`src/rtl/serial_adder_nbit.sv`:
```
// Bit-serial WIDTH-bit adder: one full-adder slice plus a registered carry, LSB first.
// Optional SERIAL_ADDER_SUB_EN adds a Sub port for A - B (two's complement via ~B and carry=1).
module serial_adder_fa (
  input  logic a_i,
  input  logic b_i,
  input  logic c_i,
  output logic s_o,
  output logic c_o
);
  assign s_o = a_i ^ b_i ^ c_i;
  assign c_o = (a_i & b_i) | (c_i & (a_i ^ b_i));
endmodule

module serial_adder_nbit #(
  parameter int WIDTH = 8
) (
  input  logic             Clk,
  input  logic             Reset_n,
  input  logic             Start,
  input  logic [WIDTH-1:0] A,
  input  logic [WIDTH-1:0] B,
  input  logic             Carry_in,
`ifdef SERIAL_ADDER_SUB_EN
  input  logic             Sub,
`endif
  output logic             Busy,
  output logic             Done,
  output logic [WIDTH-1:0] SUM,
  output logic             Carry_out
);
  localparam int CW = $clog2(WIDTH);

  typedef enum logic [1:0] {S_IDLE, S_ADD, S_DONE} state_e;
  state_e state_q, state_d;

  logic [WIDTH-1:0] a_q, a_d, b_q, b_d, res_q, res_d, sum_q, sum_d;
  logic             carry_q, carry_d, cout_q, cout_d;
  logic [CW-1:0]    cnt_q, cnt_d;
  logic             accept, last, fa_s, fa_c;
  logic [WIDTH-1:0] b_cap;
  logic             c_cap;

  assign accept = (state_q != S_ADD) && Start;
  assign last   = (cnt_q == CW'(WIDTH - 1));

`ifdef SERIAL_ADDER_SUB_EN
  assign b_cap = Sub ? ~B : B;
  assign c_cap = Sub ? 1'b1 : Carry_in;
`else
  assign b_cap = B;
  assign c_cap = Carry_in;
`endif

  serial_adder_fa u_fa (
    .a_i (a_q[0]),
    .b_i (b_q[0]),
    .c_i (carry_q),
    .s_o (fa_s),
    .c_o (fa_c)
  );

  always_ff @(posedge Clk or negedge Reset_n) begin
    if (!Reset_n) state_q <= S_IDLE;
    else          state_q <= state_d;
  end

  always_comb begin
    state_d = state_q;
    unique case (state_q)
      S_IDLE:  if (Start) state_d = S_ADD;
      S_ADD:   if (last)  state_d = S_DONE;
      S_DONE:  state_d = Start ? S_ADD : S_IDLE;
      default: state_d = S_IDLE;
    endcase
  end

  always_comb begin
    Busy = (state_q == S_ADD);
    Done = (state_q == S_DONE);
  end

  // SUM/Carry_out load only on the final ADD edge, so they hold across IDLE and the next ADD.
  always_comb begin
    a_d     = a_q;
    b_d     = b_q;
    carry_d = carry_q;
    res_d   = res_q;
    cnt_d   = cnt_q;
    sum_d   = sum_q;
    cout_d  = cout_q;
    if (accept) begin
      a_d     = A;
      b_d     = b_cap;
      carry_d = c_cap;
      cnt_d   = '0;
    end else if (state_q == S_ADD) begin
      a_d     = a_q >> 1;
      b_d     = b_q >> 1;
      carry_d = fa_c;
      res_d   = {fa_s, res_q[WIDTH-1:1]};
      cnt_d   = cnt_q + CW'(1);
      if (last) begin
        sum_d  = {fa_s, res_q[WIDTH-1:1]};
        cout_d = fa_c;
      end
    end
  end

  always_ff @(posedge Clk or negedge Reset_n) begin
    if (!Reset_n) begin
      a_q     <= '0;
      b_q     <= '0;
      carry_q <= 1'b0;
      res_q   <= '0;
      cnt_q   <= '0;
      sum_q   <= '0;
      cout_q  <= 1'b0;
    end else begin
      a_q     <= a_d;
      b_q     <= b_d;
      carry_q <= carry_d;
      res_q   <= res_d;
      cnt_q   <= cnt_d;
      sum_q   <= sum_d;
      cout_q  <= cout_d;
    end
  end

  assign SUM       = sum_q;
  assign Carry_out = cout_q;
endmodule

```
`config.mk`:
```
export PLATFORM = sky130hd
export DESIGN_NAME = serial_adder_nbit
export DESIGN_NICKNAME = d
export VERILOG_FILES = /design/src/rtl/serial_adder_nbit.sv
export SDC_FILE = /design/constraint.sdc
export NUM_CORES = 1
export LEC_CHECK = 0
export CAP_MARGIN = 30
export CORE_ASPECT_RATIO = 0.6
export CORE_MARGIN = 3
export CORE_UTILIZATION = 50
export DETAILED_ROUTE_END_ITERATION = 10
export GPL_TIMING_DRIVEN = 0
export HOLD_SLACK_MARGIN = 0.06
export PLACE_DENSITY = 0.85
export RECOVER_POWER = 25
export SETUP_SLACK_MARGIN = 0.15
export SKIP_LAST_GASP = 1
export SYNTH_ARGS = -nofsm -noshare
export SYNTH_HDL_FRONTEND = slang
export SYNTH_HIERARCHICAL = 1
export SYNTH_SLANG_ARGS = --single-unit
```
`constraint.sdc`:
```
create_clock -name Clk -period 3.9 [get_ports Clk]
set_input_delay 0.585 -clock Clk [delete_from_list [all_inputs] [get_ports Clk]]
set_output_delay 0.585 -clock Clk [all_outputs]
set_load 0.05 [all_outputs]
```
; Yosys cells after proc, flatten, opt, wreduce, memory -nomap -nowiden
; Index checks and enable logic that the tools add are counted.
[classes]
add_sub_neg = 1
reduce_logical = 6
n_shift = 0
multipliers = 0
bitwise_logic = 6
n_lt_le_gt_ge = 0
mux = 12
n_eq_ne = 6
n_div = 0
[ops]
columns = operator, n
row1 = two-way mux 8 bit, 4
row2 = two-way mux 3 bit, 2
row3 = one-hot mux 2 bit (3 select lines), 1
row4 = two-way mux 2 bit, 2
row5 = != test 2 x 1 -> 1 bit (second input constant), 2
row6 = AND reduction 2 bit, 2
row7 = adder 3 x 1 -> 3 bit (second input constant), 1
row8 = equality test 3 bit (second input constant), 1
row9 = two-way mux 1 bit, 3
row10 = AND reduction 3 bit, 1
row11 = bitwise AND 1 bit, 2
row12 = equality test 2 x 1 -> 1 bit (second input constant), 1
row13 = equality test 2 bit (second input constant), 1
row14 = logical NOT 2 bit, 1
row15 = != test 2 bit (second input constant), 1
row16 = nonzero test 2 bit, 1
row17 = bitwise XOR 1 bit, 2
row18 = logical AND 1 bit, 1
row19 = NOT 1 bit, 1
row20 = OR 1 bit, 1
[totals]
reg_bits = 39
rom_bits = 0
word_cells = 39
memories = 0
latchBits = 0
input_bits = 20
ram_bits = 0
output_inout_bits = 11

; Logic depth before layout (Yosys ltp)
[depth]
depth_word = 5
mapped_depth = 5
mapped_depth_nobuf = 4

; Cells and area by module
; Netlist, hierarchy kept.
[by_module_without_submodules]
columns = mod, cells_per_inst, area_per_inst_um2, n_inst, seq_area_each_um2
row1 = serial_adder_nbit, 109, 1791.7, 1, 950.9
row2 = serial_adder_fa, 1, 20.0, 1, 0.0

; Least setup slack after synthesis
; OpenSTA, ideal clock, no wires.
[synth_timing]
path_type = reg2out
startpoint = register state_q[0]
endpoint = output port Done
path_stages_with_launch = 2
t_arrival_ns = 1.088
slack_ns = 2.227
n_path_buf = 0
required_time_ns = 3.315
path_cell_list = dfrtp_1 -> nor2b_1
[synth_between]
elab_chain_len = 1
[synth_lines]
columns = element, line_no
row1 = from (decl), 34  ; state_e state_q, state_d;
row2 = from (signal assigned), 64  ; else state_q <= state_d;
row3 = equality test 2 bit, 79  ; Done = (state_q == S_DONE);
row4 = to (decl), 27  ; output logic Done,
; No other way between the ends.

; Worst setup path after layout
[layout_timing]
startpoint = register state_q[1]
endpoint = output port Busy
[layout_between]
elab_chain_len = 1
[layout_lines]
columns = element, line_no
row1 = equality test 2 x 1 -> 1 bit, 78  ; Busy = (state_q == S_ADD);
row2 = to (decl), 26  ; output logic Busy,
; No other way between the ends.

==> flow_metrics.py <==
metrics = {
    "status": {
        "outcome": "complete, but fails checks",
        "failed_checks": "capacitance limit, slew limit",
    },
    "logic_synthesis": {
        "synth_most_common_cell": "dfrtp_1",
        "synth-main-ff-cell": "dfrtp_1",
        "yosys.area.top_type_share": 0.525,
        "syn_inst": 110,
        "synth_seq_area_share": 0.525,
        "async_flop_share": 1.00,
        "synth_fp_nets": 133,
        "synth_top_area_cell": "dfrtp_1",
        "synth_seq_cells": 38,
        "yosysWarnings": 6,
        "avgSynthCellArea_sq_um": 16.5,
        "synth_cell_types": 14,
        "yosys-top-cells-count": "38 x dfrtp_1, 32 x mux2_4, 16 x mux2_2",
        "synth-edff-count": 0,
        "synth_area_leaders": "dfrtp_1 52%, mux2_4 27%, mux2_2 9.9%",
        "synthesis.area_sq_um": 1810,
    },
    "drt": {
        "drcViolationCount": 0,
        "drt_iter0_drc": 26,
        "via_count": 965,
        "ant_nets": 0,
        "wl_microns": 3050,
        "wl_per_cell_microns": 15.9,
        "dr.pass1.iters": 3,
        "viasPerCell": 5.03,
    },
    "clocking": {
        "cts_tree": "yes",
        "cts_buffers": 5,
        "cts_sinks": 38,
        "cts_hold_buf": 0,
        "cts_max_path_buffers": 2,
        "clock_latency_ns": 0.28,
        "post_cts_resized": 0,
        "postCtsSetupBuffers": 0,
        "cts_root_buf": "clkbuf_8",
        "htreeDepth": 2,
        "clk_pin_slew_ns": 0.07,
    },
    "timing": {
        "period_share": 0.656,
        "max_slew_margin": -0.301,
        "tns_ns": 0,
        "rsz0062_at_grt": "false",
        "finalSetupViolCount": 0,
        "post-route-min-period_ns": 2.56,
        "worst_pin_slew_ns": 1.95,
        "finClkSkew_ns": 0.00651,
        "hold_viol": 0,
        "maxSlewViolCount": 39,
        "clock.fmax_mhz": 391,
        "whs_ns": 0.497,
        "worst_slack_ns": 1.34,
    },
    "min_path": {
        "hp-class": "reg -> reg",
    },
    "critical_path": {
        "crit_fanout": 7,
        "setup.worst_path.start": "state_q[1]",
        "reg2reg_from": "cnt_q[0]",
        "r2r_setup_slack_ns": 2.26,
        "cp.arrival_ns": 1.97,
        "r2r_end": "SUM[2]",
        "start_kind": "flop",
        "cp.depth": 4,
        "cpMaxStageDelayCell": "clkdlybuf4s50_1",
        "critPathCaptureType": "primary output",
        "worstPathRequired_ns": 3.31,
        "crit_type": "reg -> out",
        "r2r_cells": 5,
        "crit_path_end": "Busy",
        "cp_num_buf_inv": 3,
        "crit_chain": "nand2b_1 -> buf_6 -> inv_1 -> clkdlybuf4s50_1",
        "crit_family": "buffers and inverters",
        "critPathMaxStageDelay_ns": 0.85,
    },
    "place": {
        "dp_slack_ns": 1.64,
        "io_buffers": 30,
        "gp_congestion": 0.749,
        "placed_cell_area_sq_um": 2160,
        "dpl.hpwl_microns": 2160,
    },
    "cells_and_area": {
        "syn2layout_area_growth_pct": 23.5,
        "utilization": 0.666,
        "drive_above_1_share": 0.401,
        "fin_area_sq_um": 2240,
        "num_antenna_cells": 0,
        "final.fill_count": 247,
        "layout.nets": 170,
    },
    "global_routing": {
        "grt_max_degree": 39,
        "grt.overflow.total": 0,
        "use_met2": 0.251,
        "antenna_found_initial": 0,
        "grt_pass1_wl_microns": 5210,
        "met3_usage": 0.0487,
        "gr-usage-all-layers": 0.158,
        "grt_pass1_vias": 1116,
        "top_usage_layer": "met2",
        "grtUsageMet1": 0.201,
    },
    "die": {
        "rows": 16,
        "ios": 31,
        "die_y_microns": 52.6,
        "start_util": 0.539,
        "die_area_sq_um": 4410,
        "die_x_microns": 83.7,
        "core-area_sq_um": 3360,
    },
    "pwr": {
        "powerDensity_nw_per_um2": 827,
        "vdd_drop_max_uv": 551,
        "power_leakage_uw": 0.00106,
    },
    "flow_run": {
        "drv_cap": 1,
    },
}
cell families (layout without fill, tap and decap cells):
kind of cell / Yosys count / in the layout / synth area share
and+or+nand+nor: 8 / 8 / 0.0256
buffers and inverters: 9 / 46 / 0.0400
adders and majority gates: 3 / 3 / 0.0249
DFF: 38 / 38 / 0.525
muxes: 51 / 51 / 0.381
AOI/OAI and AO/OA: 1 / 1 / 0.00346
registers in the layout, indices dropped and copies added (netlist names):
| register | flops |
|---|---|
| carry_q | 1 |
| b_q | 8 |
| Carry_out | 1 |
| a_q | 8 |
| SUM | 8 |
| cnt_q | 3 |
| state_q | 2 |
| res_q | 7 |
how the worst min path moves through the flow:
stage	cells after the start	slack [ns]	to	startpoint
after floorplan	0	0.29	Carry_out	Reset_n
after global placement	1	0.47	cnt_q[0]	cnt_q[0]
after detailed placement	1	0.49	res_q[1]	res_q[1]
after CTS	1	0.42	a_q[3]	Reset_n
after global routing	1	0.52	cnt_q[0]	cnt_q[0]
final	1	0.50	cnt_q[0]	cnt_q[0]
through the flow:
stage,power (uW),std cells
5_1_grt,1960,192
3_3_place_gp,1580,185
4_1_cts,1870,192
2_1_floorplan,1380,110
6_report,1850,192
3_5_place_dp,1620,185
worst register-to-register path, stage by stage (launching register included):
cell and delay (ns):
dfrtp_1 0.40, ha_1 0.22, ha_1 0.20, nand3b_1 0.08
buf_2 0.25, mux2_2 0.37
cell usage in the layout, fill, tap and decap left out, drive strengths merged:
cell and instances:
mux2 48, dfrtp 38, clkdlybuf4s50 29, clkbuf 8, buf 6, inv 3, nor2b 3, mux2i 3
nand2b 2, nor2 2, ha 2, nand3b 1, o22ai 1, fa 1
per-layer routing:
layer,routed length (microns),vias to the layer above,part of all wire
met5,0,-,0
met3,134,3,0.044
met2,1360,21,0.44
met4,36,0,0.012
li1,-,455,-
met1,1530,486,0.50
area by class of cell:
| class | instances | area, sq um | area share |
|---|---|---|---|
| clock buffer | 7 | 76.3 | 0.0341 |
| inverter | 3 | 11.3 | 0.00503 |
| tap | 45 | 56.3 | 0.0252 |
| multi-input combinational | 63 | 788 | 0.352 |
| sequential | 38 | 951 | 0.425 |
| buffer | 6 | 61.3 | 0.0274 |
| timing repair buffer | 30 | 294 | 0.131 |
power breakdown:
| part | total [uW] | internal (uW) | switching, uW |
|---|---|---|---|
| clock | 248 | 123 | 125 |
| sequential | 691 | 579 | 112 |
| combinational | 911 | 506 | 405 |
Note: power is estimated with default switching activity, not from simulation.
